--- config.mk ---
export PLATFORM = sky130hd
export DESIGN_NAME = ps2_host_tx
export DESIGN_NICKNAME = d
export VERILOG_FILES = /design/src/rtl/ps2_pkg.sv /design/src/rtl/ps2_line_sync.sv /design/src/rtl/ps2_host_tx.sv
export SDC_FILE = /design/constraint.sdc
export NUM_CORES = 1
export LEC_CHECK = 0
export ABC_CLOCK_PERIOD_IN_PS = 2800
export CAP_MARGIN = 40
export CORE_ASPECT_RATIO = 1.25
export CORE_MARGIN = 2
export CORE_UTILIZATION = 50
export DETAILED_ROUTE_END_ITERATION = 7
export HOLD_SLACK_MARGIN = 0.06
export PLACE_DENSITY = 0.74
export RECOVER_POWER = 25
export SKIP_CTS_REPAIR_TIMING = 1
export SLEW_MARGIN = 40
export SYNTH_ARGS = -nofsm -noshare
export SYNTH_HDL_FRONTEND = slang
export SYNTH_HIERARCHICAL = 1
export SYNTH_SLANG_ARGS = --single-unit
export TNS_END_PERCENT = 1
--- constraint.sdc ---
create_clock -name CLOCK_50 -period 2.8 [get_ports CLOCK_50]
set_input_delay 0.42 -clock CLOCK_50 [delete_from_list [all_inputs] [get_ports CLOCK_50]]
set_output_delay 0.42 -clock CLOCK_50 [all_outputs]
set_load 0.02 [all_outputs]
--- src/rtl/ps2_pkg.sv ---
// ps2_pkg: shared definitions for the PS/2 host transmitter and its line
// synchroniser (also used by the scan-code receiver).
//   ps2_tx_state_t : transmitter FSM states
//   ERR_*          : err_code values reported by ps2_host_tx
//   GLITCH_CYC     : cycles a new clock level must persist when the glitch
//                    filter (PS2_HOST_TX_GLITCH_FILTER_EN) is compiled in
//   odd_parity()   : PS/2 frame parity bit for a data byte
package ps2_pkg;

    typedef enum logic [2:0] {
        ST_IDLE,
        ST_INHIBIT,
        ST_REQ,
        ST_SEND,
        ST_ACK,
        ST_WAIT_IDLE,
        ST_FAIL
    } ps2_tx_state_t;

    localparam logic [1:0] ERR_NONE    = 2'b00;
    localparam logic [1:0] ERR_NOACK   = 2'b01;
    localparam logic [1:0] ERR_TIMEOUT = 2'b10;

    localparam int GLITCH_CYC = 8;

    // Parity bit that makes the count of ones in data+parity odd.
    function automatic logic odd_parity(input logic [7:0] data);
        return ~^data;
    endfunction

endpackage

--- src/rtl/ps2_line_sync.sv ---
// ps2_line_sync: brings the raw PS2_CLK / PS2_DAT pins into the system clock
// domain and flags falling edges of the PS/2 clock.
//
// Optional macro PS2_HOST_TX_GLITCH_FILTER_EN: when defined, the synchronised
// clock must hold a new level for GLITCH_CYC consecutive cycles before
// clk_level follows it; shorter pulses never reach the edge detector.
//
// Ports:
//   clk, rst_n   system clock, asynchronous active-low reset
//   ps2_clk      raw PS2_CLK pin
//   ps2_dat      raw PS2_DAT pin
//   clk_level    synchronised (optionally filtered) PS/2 clock level
//   dat_level    synchronised PS/2 data level
//   clk_fall     one-cycle strobe: clk_level was 1 last cycle and is 0 now
module ps2_line_sync
    import ps2_pkg::*;
(
    input  logic clk,
    input  logic rst_n,
    input  logic ps2_clk,
    input  logic ps2_dat,
    output logic clk_level,
    output logic dat_level,
    output logic clk_fall
);

    logic [1:0] clk_sync;
    logic [1:0] dat_sync;
    logic       clk_prev;

    // Flops reset to 1 (idle bus level) so reset release never looks like an edge.
    always_ff @(posedge clk or negedge rst_n) begin
        if (!rst_n) begin
            clk_sync <= 2'b11;
            dat_sync <= 2'b11;
        end else begin
            clk_sync <= {clk_sync[0], ps2_clk};
            dat_sync <= {dat_sync[0], ps2_dat};
        end
    end

    assign dat_level = dat_sync[1];

`ifdef PS2_HOST_TX_GLITCH_FILTER_EN
    localparam int CNT_W = $clog2(GLITCH_CYC);
    localparam logic [CNT_W-1:0] RUN_LAST = CNT_W'(GLITCH_CYC - 1);

    logic             clk_filt;
    logic [CNT_W-1:0] run_cnt;

    // run_cnt counts consecutive cycles the synced level disagrees with the
    // filtered one; the filtered level flips on the GLITCH_CYC-th such cycle.
    always_ff @(posedge clk or negedge rst_n) begin
        if (!rst_n) begin
            clk_filt <= 1'b1;
            run_cnt  <= '0;
        end else if (clk_sync[1] == clk_filt) begin
            run_cnt <= '0;
        end else if (run_cnt == RUN_LAST) begin
            clk_filt <= clk_sync[1];
            run_cnt  <= '0;
        end else begin
            run_cnt <= run_cnt + 1'b1;
        end
    end

    assign clk_level = clk_filt;
`else
    assign clk_level = clk_sync[1];
`endif

    always_ff @(posedge clk or negedge rst_n) begin
        if (!rst_n) begin
            clk_prev <= 1'b1;
        end else begin
            clk_prev <= clk_level;
        end
    end

    assign clk_fall = clk_prev & ~clk_level;

endmodule

--- src/rtl/ps2_host_tx.sv ---
// ps2_host_tx: PS/2 host-to-device transmitter. Sends one command byte to a
// keyboard or mouse over the open-drain PS2_CLK / PS2_DAT pair. The chip top
// turns each *_oe into an open-drain driver (0 when oe=1, else 'z').
//
// Optional macro PS2_HOST_TX_GLITCH_FILTER_EN enables the PS2_CLK glitch
// filter inside ps2_line_sync.
//
// Parameters:
//   CLK_HZ      system clock frequency in Hz
//   INHIBIT_US  clock-low inhibit time before a request, in us
//   TIMEOUT_MS  limit from request release to ACK completion, in ms
//
// Ports:
//   CLOCK_50, RESET_N   system clock, asynchronous active-low reset
//   tx_valid, tx_data   send request and command byte
//   tx_ready            idle; a request is accepted this cycle if tx_valid=1
//   busy                transfer in progress (receiver should ignore the bus)
//   done                one-cycle pulse: byte acknowledged and lines idle
//   err                 one-cycle pulse: transfer failed
//   err_code            01 no ACK, 10 timeout; held until the next accept
//   ps2_clk_i/ps2_dat_i raw bus pins
//   ps2_clk_oe/ps2_dat_oe  1 = pull the line low
module ps2_host_tx
    import ps2_pkg::*;
#(
    parameter int CLK_HZ     = 50_000_000,
    parameter int INHIBIT_US = 120,
    parameter int TIMEOUT_MS = 15
)(
    input  logic       CLOCK_50,
    input  logic       RESET_N,
    input  logic       tx_valid,
    input  logic [7:0] tx_data,
    output logic       tx_ready,
    output logic       busy,
    output logic       done,
    output logic       err,
    output logic [1:0] err_code,
    input  logic       ps2_clk_i,
    input  logic       ps2_dat_i,
    output logic       ps2_clk_oe,
    output logic       ps2_dat_oe
);

    localparam int INH_CYC = CLK_HZ / 1_000_000 * INHIBIT_US;
    localparam int REQ_CYC = CLK_HZ / 1_000_000;
    localparam int TO_CYC  = CLK_HZ / 1000 * TIMEOUT_MS;
    localparam int CNT_W   = $clog2(TO_CYC + 1);

    localparam logic [CNT_W-1:0] INH_LAST = CNT_W'(INH_CYC - 1);
    localparam logic [CNT_W-1:0] REQ_LAST = CNT_W'(REQ_CYC - 1);
    localparam logic [CNT_W-1:0] TO_LAST  = CNT_W'(TO_CYC - 1);

    ps2_tx_state_t    state;
    logic [CNT_W-1:0] cnt;
    logic [3:0]       bit_idx;
    logic [9:0]       frame;
    logic             clk_level;
    logic             dat_level;
    logic             clk_fall;
    logic             in_xfer;

    ps2_line_sync u_sync (
        .clk       (CLOCK_50),
        .rst_n     (RESET_N),
        .ps2_clk   (ps2_clk_i),
        .ps2_dat   (ps2_dat_i),
        .clk_level (clk_level),
        .dat_level (dat_level),
        .clk_fall  (clk_fall)
    );

    // States in which the device owns the clock and the timeout runs.
    assign in_xfer = (state == ST_SEND) || (state == ST_ACK) || (state == ST_WAIT_IDLE);

    always_ff @(posedge CLOCK_50 or negedge RESET_N) begin
        if (!RESET_N) begin
            state      <= ST_IDLE;
            cnt        <= '0;
            bit_idx    <= '0;
            frame      <= '0;
            tx_ready   <= 1'b1;
            busy       <= 1'b0;
            done       <= 1'b0;
            err        <= 1'b0;
            err_code   <= ERR_NONE;
            ps2_clk_oe <= 1'b0;
            ps2_dat_oe <= 1'b0;
        end else begin
            done <= 1'b0;
            err  <= 1'b0;

            // cnt was cleared on SEND entry, so this fires exactly TO_CYC
            // cycles after the request was released.
            if (in_xfer && cnt == TO_LAST) begin
                ps2_clk_oe <= 1'b0;
                ps2_dat_oe <= 1'b0;
                err        <= 1'b1;
                err_code   <= ERR_TIMEOUT;
                state      <= ST_FAIL;
            end else begin
                case (state)
                    ST_IDLE: begin
                        if (tx_valid) begin
                            // Shifted out LSB first: data, parity, stop(1).
                            frame      <= {1'b1, odd_parity(tx_data), tx_data};
                            err_code   <= ERR_NONE;
                            cnt        <= '0;
                            ps2_clk_oe <= 1'b1;
                            tx_ready   <= 1'b0;
                            busy       <= 1'b1;
                            state      <= ST_INHIBIT;
                        end
                    end

                    ST_INHIBIT: begin
                        if (cnt == INH_LAST) begin
                            cnt        <= '0;
                            ps2_dat_oe <= 1'b1;  // start bit
                            state      <= ST_REQ;
                        end else begin
                            cnt <= cnt + 1'b1;
                        end
                    end

                    ST_REQ: begin
                        if (cnt == REQ_LAST) begin
                            cnt        <= '0;
                            bit_idx    <= '0;
                            ps2_clk_oe <= 1'b0;  // hand the clock to the device
                            state      <= ST_SEND;
                        end else begin
                            cnt <= cnt + 1'b1;
                        end
                    end

                    ST_SEND: begin
                        cnt <= cnt + 1'b1;
                        if (clk_fall) begin
                            ps2_dat_oe <= ~frame[0];
                            frame      <= {1'b0, frame[9:1]};
                            if (bit_idx == 4'd9) begin
                                state <= ST_ACK;
                            end else begin
                                bit_idx <= bit_idx + 1'b1;
                            end
                        end
                    end

                    ST_ACK: begin
                        cnt <= cnt + 1'b1;
                        if (clk_fall) begin
                            if (!dat_level) begin
                                state <= ST_WAIT_IDLE;
                            end else begin
                                ps2_clk_oe <= 1'b0;
                                ps2_dat_oe <= 1'b0;
                                err        <= 1'b1;
                                err_code   <= ERR_NOACK;
                                state      <= ST_FAIL;
                            end
                        end
                    end

                    ST_WAIT_IDLE: begin
                        cnt <= cnt + 1'b1;
                        if (clk_level && dat_level) begin
                            done     <= 1'b1;
                            tx_ready <= 1'b1;
                            busy     <= 1'b0;
                            state    <= ST_IDLE;
                        end
                    end

                    ST_FAIL: begin
                        // err is high during this cycle; lines already released.
                        tx_ready <= 1'b1;
                        busy     <= 1'b0;
                        state    <= ST_IDLE;
                    end

                    default: begin
                        ps2_clk_oe <= 1'b0;
                        ps2_dat_oe <= 1'b0;
                        tx_ready   <= 1'b1;
                        busy       <= 1'b0;
                        state      <= ST_IDLE;
                    end
                endcase
            end
        end
    end

endmodule
# ---- After elaboration in Yosys (flattened, before gate mapping)
# Index checks and enable logic that the tools add are counted.
dict set report totals {
  ff_bits 50
  input_bits 13
  output_inout_bits 8
  elab_cells 116
}
dict set report op_classes {
  n_reduce_logical 22
  mux 48
  addsub 2
  n_eq_ne 25
  bitwise_logic 5
}
# cell n
set ops {}
lappend ops {{case mux 20 bit (4 select lines)} 1}
lappend ops {{2-to-1 mux 20 bit} 3}
lappend ops {{2-to-1 mux 3 bit} 8}
lappend ops {{adder 20 x 1 -> 20 bit (second input constant)} 1}
lappend ops {{equality test 20 x 13 -> 1 bit (second input constant)} 1}
lappend ops {{equality test 20 bit (second input constant)} 1}
lappend ops {{equality test 20 x 6 -> 1 bit (second input constant)} 1}
lappend ops {{2-to-1 mux 10 bit} 2}
lappend ops {{case mux 10 bit (2 select lines)} 1}
lappend ops {{2-to-1 mux 1 bit} 18}
lappend ops {{case mux 3 bit (6 select lines)} 1}
lappend ops {{AND reduction 5 bit} 3}
lappend ops {{2-to-1 mux 4 bit} 3}
lappend ops {{AND reduction 4 bit} 3}
lappend ops {{OR reduction 4 bit} 3}
lappend ops {{2-to-1 mux 2 bit} 5}
lappend ops {{equality test 3 bit (second input constant)} 3}
lappend ops {{inequality test 3 x 1 -> 1 bit (second input constant)} 3}
lappend ops {{inequality test 3 bit (second input constant)} 3}
lappend ops {{inequality test 2 bit (second input constant)} 4}
lappend ops {{case mux 1 bit (4 select lines)} 2}
lappend ops {{case mux 4 bit (2 select lines)} 1}
lappend ops {{XNOR reduction 8 bit} 1}
lappend ops {{AND reduction 7 bit} 1}
lappend ops {{18 further kinds} 29}

# ---- Depth between registers and ports, before layout
dict set report logic_depth {
  ltp_word 6
  depth_mapped 10
  depth_no_buf 8
}

# ---- Cells and area by module
# The synthesis kept the hierarchy.
# module seq_area_each_um2 area_per_inst_um2 cells_per_inst instances
set by_module_without_submodules {}
lappend by_module_without_submodules {ps2_host_tx 1127.3 2785.2 326 1}
lappend by_module_without_submodules {ps2_line_sync 131.4 145.1 6 1}

# ---- Worst setup path before layout
# No wires, ideal clock.
dict set report synth_timing {
  path_type {reg2reg}
  from {register cnt[1]}
  to {register cnt[6]}
  required_time_ns 2.679
  synth_period_minus_slack_ns 2.395
  n_path_buf 1
  path_stages_with_launch 10
  setup_time_ns 0.121
  arrival_ns 2.274
  setup_slack_ns 0.405
  cell_sequence {dfrtp_1 > inv_1 > ha_1 > or4b_1 > or4_4 > o21ai_4 > nand3_1 > buf_2 > nor2b_1 > a22o_1}
}
dict set report synth_via {
  elab_chain_cells 4
  elab_cells_between_ends 10
  classes_between {1 x add/sub; 3 x eq/ne; 3 x mux; 1 x bitwise; 2 x reduce/logical}
}
# item line
set synth_rtl {}
lappend synth_rtl {{start: declaration} ps2_host_tx.sv:55} ;# logic [CNT_W-1:0] cnt;
lappend synth_rtl {{start signal: assignment} ps2_host_tx.sv:122} ;# cnt <= cnt + 1'b1;
lappend synth_rtl {{start signal: assignment} ps2_host_tx.sv:133} ;# cnt <= cnt + 1'b1;
lappend synth_rtl {{start signal: assignment} ps2_host_tx.sv:138} ;# cnt <= cnt + 1'b1;
lappend synth_rtl {{branches (longest 4 deep; another with adder 20 x 1 -> 20 bit)} n/a}
# Parallel ways; which one is timed is not known.
# A chain may end at the register's enable or synchronous reset.

# ---- Worst setup path after layout
dict set report layout_timing {
  from {register cnt[1]}
  to {register cnt[8]}
}
# Same word-level chain as after synthesis.

==> results.tsv <==
metric	value	unit
status	completed	
critPathMaxFanout	6	
cts_made_buffers	5	
final_nets	376	
synth.avg_cell_area	8.83	µm²
synthFlopType	dfrtp_1	
pwr-share-comb	46.8	%
num-fill-cells	505	
final-setup-viol-count	0	
clk_latency	0.30	ns
ys_top_cells_by_area	dfrtp_1, dfstp_2, nand2_1, nor2_1, nand3_1	
drive_gt1_share	13.9	%
skew	0.00320	ns
synth_top_area_share	37.6	%
wl	6780	µm
clock_sink_count	50	
synth_edf_count	0	
slew_violations	0	
syn_inst	332	
cts_buffer_depth	2	
io_pins	21	
synth_area	0.00293	mm²
drt_iter0_drc	257	
routabilityCongestion	0.886	
viasPerCell	6.18	
worst_slew_pin_slew	1.17	ns
grt_pass1_vias	2480	
syn-num-nets	350	
synth_top_area_cell	dfrtp_1	
antenna_cells	0	
max_freq	0.383	GHz
portBuffers	20	
placementRows	31	
ir_drop	379	µV
multi_input_area	0.00152	mm²
hold_viol_final	0	
antenna_found_initial	0	
ys_seq_area_share	43.0	%
synthAdderAreaFrac	2.13	%
p_int	1860	µW
crit_required	3.00	ns
period_minus_slack	2.61	ns
synth_top_cells_by_count	dfrtp_1, nand2_1, nor2_1	
dr.pass1.iters	4	
rsz0062_at_grt	no	
p_sw	1230	µW
whs	0.324	ns
instances_no_fill	425	
synthMuxAreaShare	0	%
crit_path_end_kind	flop	
clk_pin_slew	0.09	ns
wl_per_cell	16.0	µm
die_x	72.5	µm
async_flop_share	100	%
synth-simple-area-share	24.4	%
cts_tree	built	
grt_usage	22.0	%
place_ws	0.182	ns
grt_pass1_wl	11200	µm
yosysMostFrequentCell	dfrtp_1	
powerDensity	908	mW/mm²
hold_path_class	in2async	
dp_hpwl	4880	µm
start_kind	flop	
dp_cells	417	
slew_headroom	22.2	%
yosys_warnings	6	
finalWorstSetupSlack	0.192	ns
crit_arrival	2.80	ns
seqPwrFrac	33.6	%
fp.dieH	89.6	µm
antenna_left	0	
route.detailed.drc	0	
overflow	0	
synth_top_family_by_area	simple AND/OR/NAND/NOR gates	
core	0.00574	mm²
die-area	0.00649	mm²
p_clk_share	19.6	%
synth_compound_area_share	23.3	%
grt_start_max_net_pins	31	
start_util	51.0	%
ctsRootBufferMaster	clkbuf_8	
area_growth_syn_to_layout	16.1	%
leakage	0.00140	µW
p_sw_share	39.9	%
seq_area	0.00126	mm²
ys_types	56	
path_class	reg2reg	
maxCapViolCount	0	
synth-xor-area-share	2.09	%
synth-seq-cells	50	
dr_total_vias	2627	
setup-tns-final	0	ns
htreeDepth	2	
fin_crit_sh	93.1	%
-- power by group through the flow --
stage | clock network, µW | registers (µW) | logic [µW]
final | 606 | 1040 | 1450
after global routing | 648 | 1060 | 1600
after CTS | 619 | 1040 | 1430
after detailed placement | 0 | 1050 | 1420
after global placement | 0 | 1040 | 1410
after floorplan | 0 | 1050 | 1000
-- worst paths after layout --
kind / startpoint / endpoint / slack, ns / cells past startpoint
max: cnt[1] / cnt[8] / 0.19 / 9
min: RESET_N / state[0] / 0.32 / 1
max reg2reg: cnt[1] / cnt[8] / 0.19 / 9
min reg2reg: u_sync/dat_sync[0] / u_sync/dat_sync[1] / 0.36 / 0
max in group asynchronous: RESET_N / cnt[3] / 1.13 / 2
min in group CLOCK_50: u_sync/dat_sync[0] / u_sync/dat_sync[1] / 0.36 / 0
-- sequential cells by signal, indices dropped and copies added (netlist names) --
signal,count
ps2_dat_oe,1
cnt,20
err_code,2
err,1
ps2_clk_oe,1
busy,1
bit_idx,4
u_sync/clk_prev,1
state,3
u_sync/clk_sync,2
u_sync/dat_sync,2
tx_ready,1
frame,10
done,1
-- layout by cell type (no fill, tap or decap), types with 3 or more instances in the layout --
| cell | instances |
|---|---|
| a21o_1 | 7 |
| a21oi_1 | 11 |
| a22o_1 | 9 |
| a22oi_1 | 4 |
| a31oi_1 | 11 |
| and2_1 | 4 |
| and3_1 | 5 |
| buf_4 | 20 |
| clkbuf_8 | 5 |
| clkdlybuf4s50_1 | 17 |
| dfrtp_1 | 43 |
| dfstp_2 | 5 |
| ha_1 | 5 |
| inv_1 | 13 |
| nand2_1 | 40 |
| nand2b_1 | 4 |
| nand3_1 | 20 |
| nand4_1 | 9 |
| nor2_1 | 30 |
| nor3_1 | 4 |
| nor4_1 | 6 |
| o211ai_1 | 3 |
| o21a_1 | 3 |
| o21ai_0 | 16 |
| o311ai_0 | 5 |
| o31ai_1 | 7 |
| or3_1 | 3 |
| xnor2_1 | 6 |
-- worst max-delay path: stages (launching register included) --
cell,delay (ns)
dfrtp_1,0.43
inv_1,0.07
ha_1,0.12
or4b_1,0.42
or4_4,0.45
o21ai_4,0.18
nand3_1,0.23
buf_4,0.24
a21o_1,0.15
a22o_1,0.21
-- routing by layer --
metal	share of wire, %	GRT usage, %
met3	3.8	3.91
met4	2.7	10.3
met5	0	0
met1	42	25.4
met2	52	39.7
-- kinds of logic after synthesis --
| kind of cell | count (synthesis) |
|---|---|
| and+or+nand+nor | 141 |
| adders and majority gates | 5 |
| xor gates and xnor gates | 7 |
| AOI/OAI and AO/OA | 94 |
| DFF | 50 |
| buffers and inverters | 35 |
-- stage by stage --
step / cell area (µm²) / power (µW) / utilization (%)
after CTS: 3400 / 3090 / 59.3
after global routing: 3400 / 3310 / 59.3
after global placement: 3260 / 2450 / 56.9
after floorplan: 2930 / 2050 / -
final: 3400 / 3090 / 59.3
after detailed placement: 3260 / 2470 / 56.9
-- area by class of cell --
| class | count | share of cell area, % |
|---|---|---|
| Timing Repair Buffer | 41 | 10.3 |
| Clock buffer | 5 | 2.02 |
| Sequential cell | 50 | 37.0 |
| Inverter | 13 | 1.43 |
| Clock inverter | 3 | 2.02 |
| Tap cell | 66 | 2.43 |
| Multi-Input combinational cell | 247 | 44.8 |
No activity file was read; power rests on OpenSTA's default activity.
